$ cat src/rtl/seg7_mux_driver.sv
// seg7_mux_driver: latches an 8-bit value and shows it as two hex digits,
// time-multiplexed onto one shared active-high 7-segment bus.
// Features: refresh prescaler, a blanking window at the start of each slot
// (anti-ghosting), leading-zero suppression of the high digit, and blink.
//
// Ports:
//   clk, rst_n  - clock, asynchronous active-low reset
//   ena         - enable; low freezes all counters and blanks the outputs
//   data_in     - value to display, captured when load is high
//   load        - capture data_in/dp_in on this clock edge (needs ena)
//   dp_in       - decimal-point request, captured with load
//   blank_lz    - hide the high digit when the high nibble is zero
//   blink       - blink the whole display
//   seg_out     - segments a..g on bits 0..6 (registered)
//   dp_out      - decimal point, shown on the low digit only (registered)
//   digit_en    - one-hot digit enable, bit0 = low nibble (registered)
module seg7_mux_driver #(
  parameter logic [15:0] REFRESH_COUNT = 16'd1000,
  parameter logic [15:0] BLANK_CYCLES  = 16'd2,
  parameter logic [7:0]  BLINK_SCANS   = 8'd200
) (
  input  logic       clk,
  input  logic       rst_n,
  input  logic       ena,
  input  logic [7:0] data_in,
  input  logic       load,
  input  logic       dp_in,
  input  logic       blank_lz,
  input  logic       blink,
  output logic [6:0] seg_out,
  output logic       dp_out,
  output logic [1:0] digit_en
);

  localparam int unsigned CNT_W   = 16;
  localparam int unsigned BLINK_W = 8;
  localparam int unsigned DATA_W  = 8;
  localparam int unsigned SEG_W   = 7;
  localparam int unsigned DIG_W   = 2;

  // Hex digit to segment pattern (bit0 = a ... bit6 = g).
  function automatic logic [SEG_W-1:0] hex7(input logic [3:0] nib);
    logic [SEG_W-1:0] s;
    case (nib)
      4'h0: s = 7'h3F;
      4'h1: s = 7'h06;
      4'h2: s = 7'h5B;
      4'h3: s = 7'h4F;
      4'h4: s = 7'h66;
      4'h5: s = 7'h6D;
      4'h6: s = 7'h7D;
      4'h7: s = 7'h07;
      4'h8: s = 7'h7F;
      4'h9: s = 7'h6F;
      4'hA: s = 7'h77;
      4'hB: s = 7'h7C;
      4'hC: s = 7'h39;
      4'hD: s = 7'h5E;
      4'hE: s = 7'h79;
      default: s = 7'h71;
    endcase
    return s;
  endfunction

  logic [DATA_W-1:0]  data_q, data_d;
  logic               dp_q, dp_d;
  logic [CNT_W-1:0]   presc_q, presc_d;
  logic               digit_sel_q, digit_sel_d;
  logic [CNT_W-1:0]   blank_cnt_q, blank_cnt_d;
  logic [BLINK_W-1:0] blink_cnt_q, blink_cnt_d;
  logic               blink_phase_q, blink_phase_d;
  logic [SEG_W-1:0]   seg_q, seg_d;
  logic               dp_out_q, dp_out_d;
  logic [DIG_W-1:0]   digit_en_q, digit_en_d;

  logic               tick_c;
  logic               show_c;
  logic [3:0]         nib_c;

  // Next-state: data latch, scan counters and registered display outputs.
  always_comb begin
    data_d        = data_q;
    dp_d          = dp_q;
    presc_d       = presc_q;
    digit_sel_d   = digit_sel_q;
    blank_cnt_d   = blank_cnt_q;
    blink_cnt_d   = blink_cnt_q;
    blink_phase_d = blink_phase_q;
    tick_c        = 1'b0;

    if (ena) begin
      if (load) begin
        data_d = data_in;
        dp_d   = dp_in;
      end
      tick_c = (presc_q == REFRESH_COUNT - 16'd1);
      if (tick_c) begin
        presc_d     = '0;
        digit_sel_d = ~digit_sel_q;
        blank_cnt_d = '0;
        if (blink_cnt_q == BLINK_SCANS - 8'd1) begin
          blink_cnt_d   = '0;
          blink_phase_d = ~blink_phase_q;
        end else begin
          blink_cnt_d = blink_cnt_q + BLINK_W'(1);
        end
      end else begin
        presc_d = presc_q + CNT_W'(1);
        // Saturates at BLANK_CYCLES so the window ends and stays open.
        if (blank_cnt_q < BLANK_CYCLES) begin
          blank_cnt_d = blank_cnt_q + CNT_W'(1);
        end
      end
    end

    // Outputs follow current state with one register of latency.
    nib_c  = digit_sel_q ? data_q[7:4] : data_q[3:0];
    show_c = ena
           && (blank_cnt_q >= BLANK_CYCLES)
           && !(blink && blink_phase_q)
           && !(blank_lz && digit_sel_q && (data_q[7:4] == 4'h0));

    digit_en_d = show_c ? (digit_sel_q ? 2'b10 : 2'b01) : 2'b00;
    seg_d      = show_c ? hex7(nib_c) : '0;
    dp_out_d   = show_c && !digit_sel_q && dp_q;
  end

  always_ff @(posedge clk or negedge rst_n) begin
    if (!rst_n) begin
      data_q        <= '0;
      dp_q          <= 1'b0;
      presc_q       <= '0;
      digit_sel_q   <= 1'b0;
      blank_cnt_q   <= '0;
      blink_cnt_q   <= '0;
      blink_phase_q <= 1'b0;
      seg_q         <= '0;
      dp_out_q      <= 1'b0;
      digit_en_q    <= '0;
    end else begin
      data_q        <= data_d;
      dp_q          <= dp_d;
      presc_q       <= presc_d;
      digit_sel_q   <= digit_sel_d;
      blank_cnt_q   <= blank_cnt_d;
      blink_cnt_q   <= blink_cnt_d;
      blink_phase_q <= blink_phase_d;
      seg_q         <= seg_d;
      dp_out_q      <= dp_out_d;
      digit_en_q    <= digit_en_d;
    end
  end

  assign seg_out  = seg_q;
  assign dp_out   = dp_out_q;
  assign digit_en = digit_en_q;

endmodule

$ cat config.mk
export PLATFORM = sky130hd
export DESIGN_NAME = seg7_mux_driver
export DESIGN_NICKNAME = d
export VERILOG_FILES = /design/src/rtl/seg7_mux_driver.sv
export SDC_FILE = /design/constraint.sdc
export NUM_CORES = 1
export LEC_CHECK = 0
export BUFFER_PORTS_ARGS = -buffer_cell sky130_fd_sc_hd__buf_4
export CAP_MARGIN = 20
export CORE_MARGIN = 4
export CORE_UTILIZATION = 50
export CTS_CLUSTER_SIZE = 28
export DETAILED_ROUTE_END_ITERATION = 8
export HOLD_SLACK_MARGIN = 0.15
export PLACE_DENSITY = 0.78
export REMOVE_ABC_BUFFERS = 1
export SLEW_MARGIN = 15
export SYNTH_ARGS = -nofsm -noshare
export SYNTH_HDL_FRONTEND = slang
export SYNTH_SLANG_ARGS = --single-unit
export TNS_END_PERCENT = 30
$ cat constraint.sdc
create_clock -name clk -period 2.1 [get_ports clk]
set_clock_uncertainty 0.1 [all_clocks]
set_input_delay 0.21 -clock clk [delete_from_list [all_inputs] [get_ports clk]]
set_output_delay 0.21 -clock clk [all_outputs]
set_load 0.03 [all_outputs]
==> run_results.csv, run 1 <==
group,metric,value,unit
status,run_status,"complete, no violations",
worst_hold_path,hp-class,"input port to flip-flop",
clocking,cts_buffers,9,
job,maxCapViolations,0,
critical_path,crit_start,"ena",
route,avgViaCountPerCell,5.432,
clocking,clk_latency,0.34,ns
logic_synthesis,yosysMostFrequentCell,"dfrtp_1",
timing,final.setup.tns,0,ns
global_route,grt_pass1_vias,2084,
logic_synthesis,yosysUniqueCellTypes,43,
route,post_drt_wl_per_cell,14.00,µm
floorplan,pin_count,25,
logic_synthesis,synth_top_family_by_area,"simple AND/OR/NAND/NOR gates",
global_route,grt_max_degree,62,
cells_and_area,drive_above_1_share,22.30,%
worst_hold_path,hold_path_depth,4,
critical_path,crit_buf_inv,2,
power,vdd_drop_max,563.4,µV
timing,setup_viol,0,
clocking,h-tree-depth,3,
critical_path,rr_worst_depth,5,
cells_and_area,regArea,1526,µm²
route,first_pass_iters,4,
worst_hold_path,worstHoldStart,"blink",
logic_synthesis,synth_commonest_cells,"dfrtp_1, nand2_1, and2_1, xnor2_1",
critical_path,critPathArrivalTime,2.09,ns
placement,dp_slack,0.1944,ns
critical_path,startpoint_type,"input port",
clocking,clk_pin_slew,0.06,ns
global_route,antenna_found_initial,0,
route,wirelength,5277,µm
clocking,clock-root-buffer,"clkbuf_8",
critical_path,timing_worst_setup_path_type,"input port to flip-flop",
cells_and_area,diodes,0,
global_route,grt.total_usage,17.06,%
global_route,grt_pass1_wl,9425,µm
critical_path,endpoint_kind,"flip-flop",
timing,relSlewSlack,50.96,%
logic_synthesis,synth-compound-area-share,6.031,%
critical_path,crit_path_max_incr_delay,0.52,ns
clocking,postCtsSetupRepairBufs,0,
logic_synthesis,synthAdderAreaFrac,3.991,%
logic_synthesis,seq_area_frac_synth,54.10,%
critical_path,crit_slowest_cell,"dlygate4sd3_1",
critical_path,r2r_start,"presc_q[0]",
timing,grt_setup_unrepaired,"false",
logic_synthesis,yosys.area_share.simple,21.29,%
timing,worstMarginPinSlew,0.7356,ns
timing,fin_crit_sh,93.79,%
logic_synthesis,yosysTopAreaCellShare,54.10,%
floorplan,die_height,83.12,µm
critical_path,cp.depth,6,
global_route,grt_overflow,0,
placement,hpwl,3682,µm
logic_synthesis,synthTopCellsByArea,"dfrtp_1, mux2_2, xnor2_1, ha_1, and2_1",
timing,finalMaxSlewViolations,0,
critical_path,crit_chain,"dlygate4sd3_1 > buf_4 > nor4b_1 > and4b_2 > nand2_1 > mux2_1",
floorplan,core-area,5507,µm²
logic_synthesis,synth_edf_count,0,
logic_synthesis,synth-xor-area-share,5.277,%
power,leakagePower,1.635,nW
clocking,cts_tree,"built",
cells_and_area,multi_input_area,1230,µm²
logic_synthesis,netlist_area,2821,µm²
power,p_per_area,945.7,nW/µm²
cells_and_area,finalNetCount,324,
placement,port_buffers,24,
critical_path,required,2.22,ns
floorplan,die_area,6909,µm²
floorplan,dieWidth,83.12,µm
critical_path,critPathTopFamily,"simple AND/OR/NAND/NOR gates",
route,ant_nets,0,
route,post-route-drc-count,0,
logic_synthesis,synthCells,252,
logic_synthesis,synthMuxAreaShare,7.007,%
floorplan,placementRows,27,
cells_and_area,area_growth,23.95,%
clocking,cts_max_path_buffers,2,
logic_synthesis,yosysWarnings,0,
route,drtIter0Drc,51,
placement,place_congestion,0.8250,
logic_synthesis,ys_seq_elements,61,
timing,worst_slack,0.1305,ns
timing,period_minus_slack,1.970,ns
route,vias,2048,
critical_path,crit_path_max_fanout,10,
timing,hold_viol,0,
clocking,cts_sinks,61,
logic_synthesis,synth_area_leader_cell,"dfrtp_1",
logic_synthesis,synthFlopType,"dfrtp_1",
logic_synthesis,syn-mean-instance-area,11.20,µm²
timing,fmax,0.5077,GHz
floorplan,start_util,51.24,%
cells_and_area,fill_cells,426,
logic_synthesis,async_flop_share,100.0,%
area by class of cell:
| class | count | share of cell area [%] |
|---|---|---|
| Sequential cell | 61 | 43.65 |
| Clock buffer | 13 | 4.830 |
| Timing Repair Buffer | 44 | 10.23 |
| Tap cell | 72 | 2.576 |
| Clock inverter | 3 | 2.576 |
| Multi-Input combinational cell | 175 | 35.17 |
| Inverter | 9 | 0.9660 |
routing by layer:
layer | global-route usage, % | part of all wire (%) | wire (µm)
met5 | 0 | 0 | 0
met4 | 7.281 | 1.9 | 102
met3 | 6.448 | 4.8 | 254
met2 | 27.92 | 49 | 2589
met1 | 20.08 | 44 | 2330
state kept, by name (all words and copies together) (netlist names):
register	cells
dp_out	1
blank_cnt_q	16
blink_phase_q	1
digit_en	2
digit_sel_q	1
data_q	8
seg_out	7
dp_q	1
presc_q	16
blink_cnt_q	8
worst register-to-register path: stages, from the launching register on:
cell,delay (ns)
dfrtp_1,0.38
ha_1,0.22
nor4b_1,0.34
and4b_2,0.39
nand2_1,0.08
mux2_1,0.31
kinds of logic after synthesis:
| logic type | after synthesis |
|---|---|
| mux | 18 |
| flops | 61 |
| buf+inv | 16 |
| compound gates | 26 |
| xor+xnor | 17 |
| simple gates | 105 |
| fa+ha+maj | 9 |
power by group:
part	internal (mW)	total, mW	switching [mW]
registers	1.30	1.41	0.105
logic	0.267	0.588	0.322
clock network	0.886	1.31	0.424
placed cells by master, fill, tap and decap left out, drive strengths merged, types with 2 or more instances in the layout:
cell / instances
nor3b: 3
nor2: 13
mux2i: 4
nor3: 13
mux2: 14
a31oi: 2
clkbuf: 13
inv: 9
nor4: 4
a211oi: 2
dlygate4sd3: 11
nand2: 22
nand4: 6
buf: 33
and2: 14
dfrtp: 61
and3: 4
nor4b: 6
o21ai: 6
xor2: 3
xnor2: 14
or3: 4
ha: 9
bufinv: 3
nand3: 7
a311oi: 2
a21oi: 9
through the flow:
stage               cells  utilization, %  power [mW]  area, µm²  hold WS [ns]
global placement      350           56.81       1.980       3128        0.2279
floorplan             245               -       1.779       2790       -0.1856
CTS                   377           63.51       3.350       3497        0.1991
global route          377           63.51       3.479       3497        0.2549
detailed placement    350           56.81       2.005       3128        0.2313
finish                377           63.51       3.307       3497        0.2105
path summary, 6_finish.rpt:
| kind | end | slack, ns |
|---|---|---|
| setup / recovery | blink_cnt_q[3] | 0.13 |
| hold / removal | digit_en[0] | 0.21 |
| setup reg to reg | blink_cnt_q[3] | 0.17 |
| hold reg to reg | blink_cnt_q[7] | 0.38 |
| max in group asynchronous | dp_out | 1.04 |
| min in group asynchronous | blink_cnt_q[4] | 0.39 |
repair_timing:
action                                 in CTS  in global routing
resized for setup                           0                  0
hold buffers                               11                  0
endpoints found under the hold margin      73                  0
Note: power is estimated with default switching activity, not from simulation.
==> run 2, diff against run 1 <==
--- a/config.mk
+++ b/config.mk
@@ -8,11 +8,11 @@
 export BUFFER_PORTS_ARGS = -buffer_cell sky130_fd_sc_hd__buf_4
 export CAP_MARGIN = 20
 export CORE_MARGIN = 4
-export CORE_UTILIZATION = 50
+export CORE_UTILIZATION = 55
 export CTS_CLUSTER_SIZE = 28
 export DETAILED_ROUTE_END_ITERATION = 8
 export HOLD_SLACK_MARGIN = 0.15
-export PLACE_DENSITY = 0.78
+export PLACE_DENSITY = 0.84
 export REMOVE_ABC_BUFFERS = 1
 export SLEW_MARGIN = 15
 export SYNTH_ARGS = -nofsm -noshare
==> run 2 against run 1 <==
Against the previous run:
- sequential power is essentially flat
- final cell count shrank 1.3%
- register-to-register slack improved by 0.04 ns
- combinational power grew 4.6%
- utilization increased by 7.0 points
- die area down 8.2%
- hold slack better by 0.023 ns
- via count increased by 0.83%
- critical path depth did not move
- global-route usage is 3.2 points higher
==> run_results.csv, run 2 (synthesis results as in run 1) <==
group,metric,value,unit
placement,port_buffers,24,
cells_and_area,layout_common_cells,"dfrtp_1, buf_4, nand2_1, and2_1, xnor2_1",
worst_hold_path,hp-class,"input port to flip-flop",
power,leakagePower,1.579,nW
clocking,cts_buffers,9,
clocking,cts_tree,"built",
global_route,grt_max_degree,62,
critical_path,endpoint_kind,"flip-flop",
timing,fmax,0.5226,GHz
power,p_per_area,855.6,nW/µm²
timing,worstMarginPinSlew,0.7472,ns
cells_and_area,area_growth,21.15,%
clocking,cts_max_path_buffers,2,
critical_path,crit_path_max_fanout,10,
global_route,grt.total_usage,20.30,%
cells_and_area,fin_util,70.50,%
route,top_layer_used,"met4",
route,vias,2065,
cells_and_area,final_common_cell,"dfrtp_1",
floorplan,die_area,6340,µm²
timing,hold_slack,0.2333,ns
route,first_pass_iters,4,
clocking,postCtsSetupRepairBufs,0,
route,avgViaCountPerCell,5.551,
cells_and_area,finalInstanceArea,3418,µm²
timing,final.setup.tns,0,ns
critical_path,critPathArrivalTime,2.04,ns
critical_path,timing_worst_setup_path_type,"input port to flip-flop",
job,maxCapViolations,0,
placement,hpwl,3767,µm
cells_and_area,diodes,0,
global_route,grt_pass1_vias,2130,
clocking,clock-root-buffer,"clkbuf_8",
placement,place_congestion,0.9321,
timing,finalMaxSlewViolations,0,
global_route,grt_overflow,0,
clocking,clk_latency,0.34,ns
clocking,h-tree-depth,3,
placement,dp_slack,0.1346,ns
critical_path,required,2.23,ns
clocking,clk_pin_slew,0.07,ns
timing,grt_setup_unrepaired,"false",
status,run_status,"complete, no violations",
timing,period_minus_slack,1.914,ns
placement,placed_area,3122,µm²
route,wl_met2,2721,µm
power,vdd_drop_max,491.5,µV
route,post_drt_wl_per_cell,14.81,µm
global_route,grt_pass1_wl,9784,µm
clocking,cts_sinks,61,
route,post-route-drc-count,0,
floorplan,dieWidth,79.63,µm
cells_and_area,largestRegisters,"blank_cnt_q x16, presc_q x16",
floorplan,pin_count,25,
cells_and_area,drive_above_1_share,23.28,%
timing,fin_crit_sh,91.12,%
floorplan,die_height,79.63,µm
cells_and_area,finalNetCount,324,
timing,worst_slack,0.1864,ns
timing,setup_viol,0,
floorplan,core-area,4848,µm²
timing,hold_viol,0,
route,wl_met1,2390,µm
route,drtIter0Drc,140,
global_route,antenna_found_initial,0,
floorplan,placementRows,25,
route,wirelength,5511,µm
floorplan,start_util,58.19,%
route,ant_nets,0,
route,met3WireLength,286,µm
critical_path,startpoint_type,"input port",
timing,relSlewSlack,50.19,%
run 2: cell count changes in the layout (fill, tap and decap cells not counted):
cell / before / now
mux2i_2: 0 / 1
nor4b_2: 0 / 1
clkbuf_8: 12 / 9
clkinvlp_4: 0 / 4
clkinv_2: 0 / 1
clkinv_4: 0 / 2
mux2i_1: 4 / 3
nor4b_1: 6 / 5
clkbuf_1: 1 / 0
bufinv_16: 3 / 0
run 2: final cells by class:
type	count	area [µm²]
clock buffer	9	123.9
timing repair buffer	44	357.8
multi-input combinational	175	1240
fill	346	1430
inverter	9	33.78
clock inverter	7	52.55
sequential	61	1526
tap	67	83.83
run 2: path summary, 6_finish.rpt:
path / depth (start not counted) / slack, ns / from / to
max in group asynchronous: 2 / 1.03 / rst_n / seg_out[3]
max reg2reg: 5 / 0.21 / digit_sel_q / seg_out[0]
min reg2reg: 1 / 0.37 / blink_cnt_q[7] / blink_cnt_q[7]
max: 6 / 0.19 / ena / blink_cnt_q[3]
min: 4 / 0.23 / blink / digit_en[0]
min in group asynchronous: 2 / 0.35 / rst_n / blink_cnt_q[7]
run 2: critical path, stage by stage:
cell	delay [ns]
dlygate4sd3_1	0.54
buf_4	0.17
nor4b_1	0.32
and4b_2	0.39
nand2_1	0.10
mux2_1	0.31
run 2: report_power, final:
group	total (mW)	switching, mW	internal (mW)	leakage, nW
Combinational	0.615	0.340	0.275	0.710
Clock	0.911	0.483	0.428	0.0774
Sequential	1.40	0.0967	1.30	0.791
run 2: metrics by stage:
stage	power (mW)	instances
3_5_place_dp	2.011	345
5_1_grt	3.099	372
4_1_cts	2.943	372
2_1_floorplan	1.779	245
3_3_place_gp	1.983	345
6_report	2.925	372
run 2: repair_timing:
item | in CTS | in global routing
resized for setup | 0 | 2
setup endpoints to repair | 0 | 3
hold buffers | 11 | 0
endpoints found under the hold margin | 73 | 0
run 2: per-layer routing:
metal,global-route usage (%),up-vias
li1,-,992
met1,24.87,1007
met2,32.55,54
met3,5.982,12
met4,10.14,0
met5,0,-
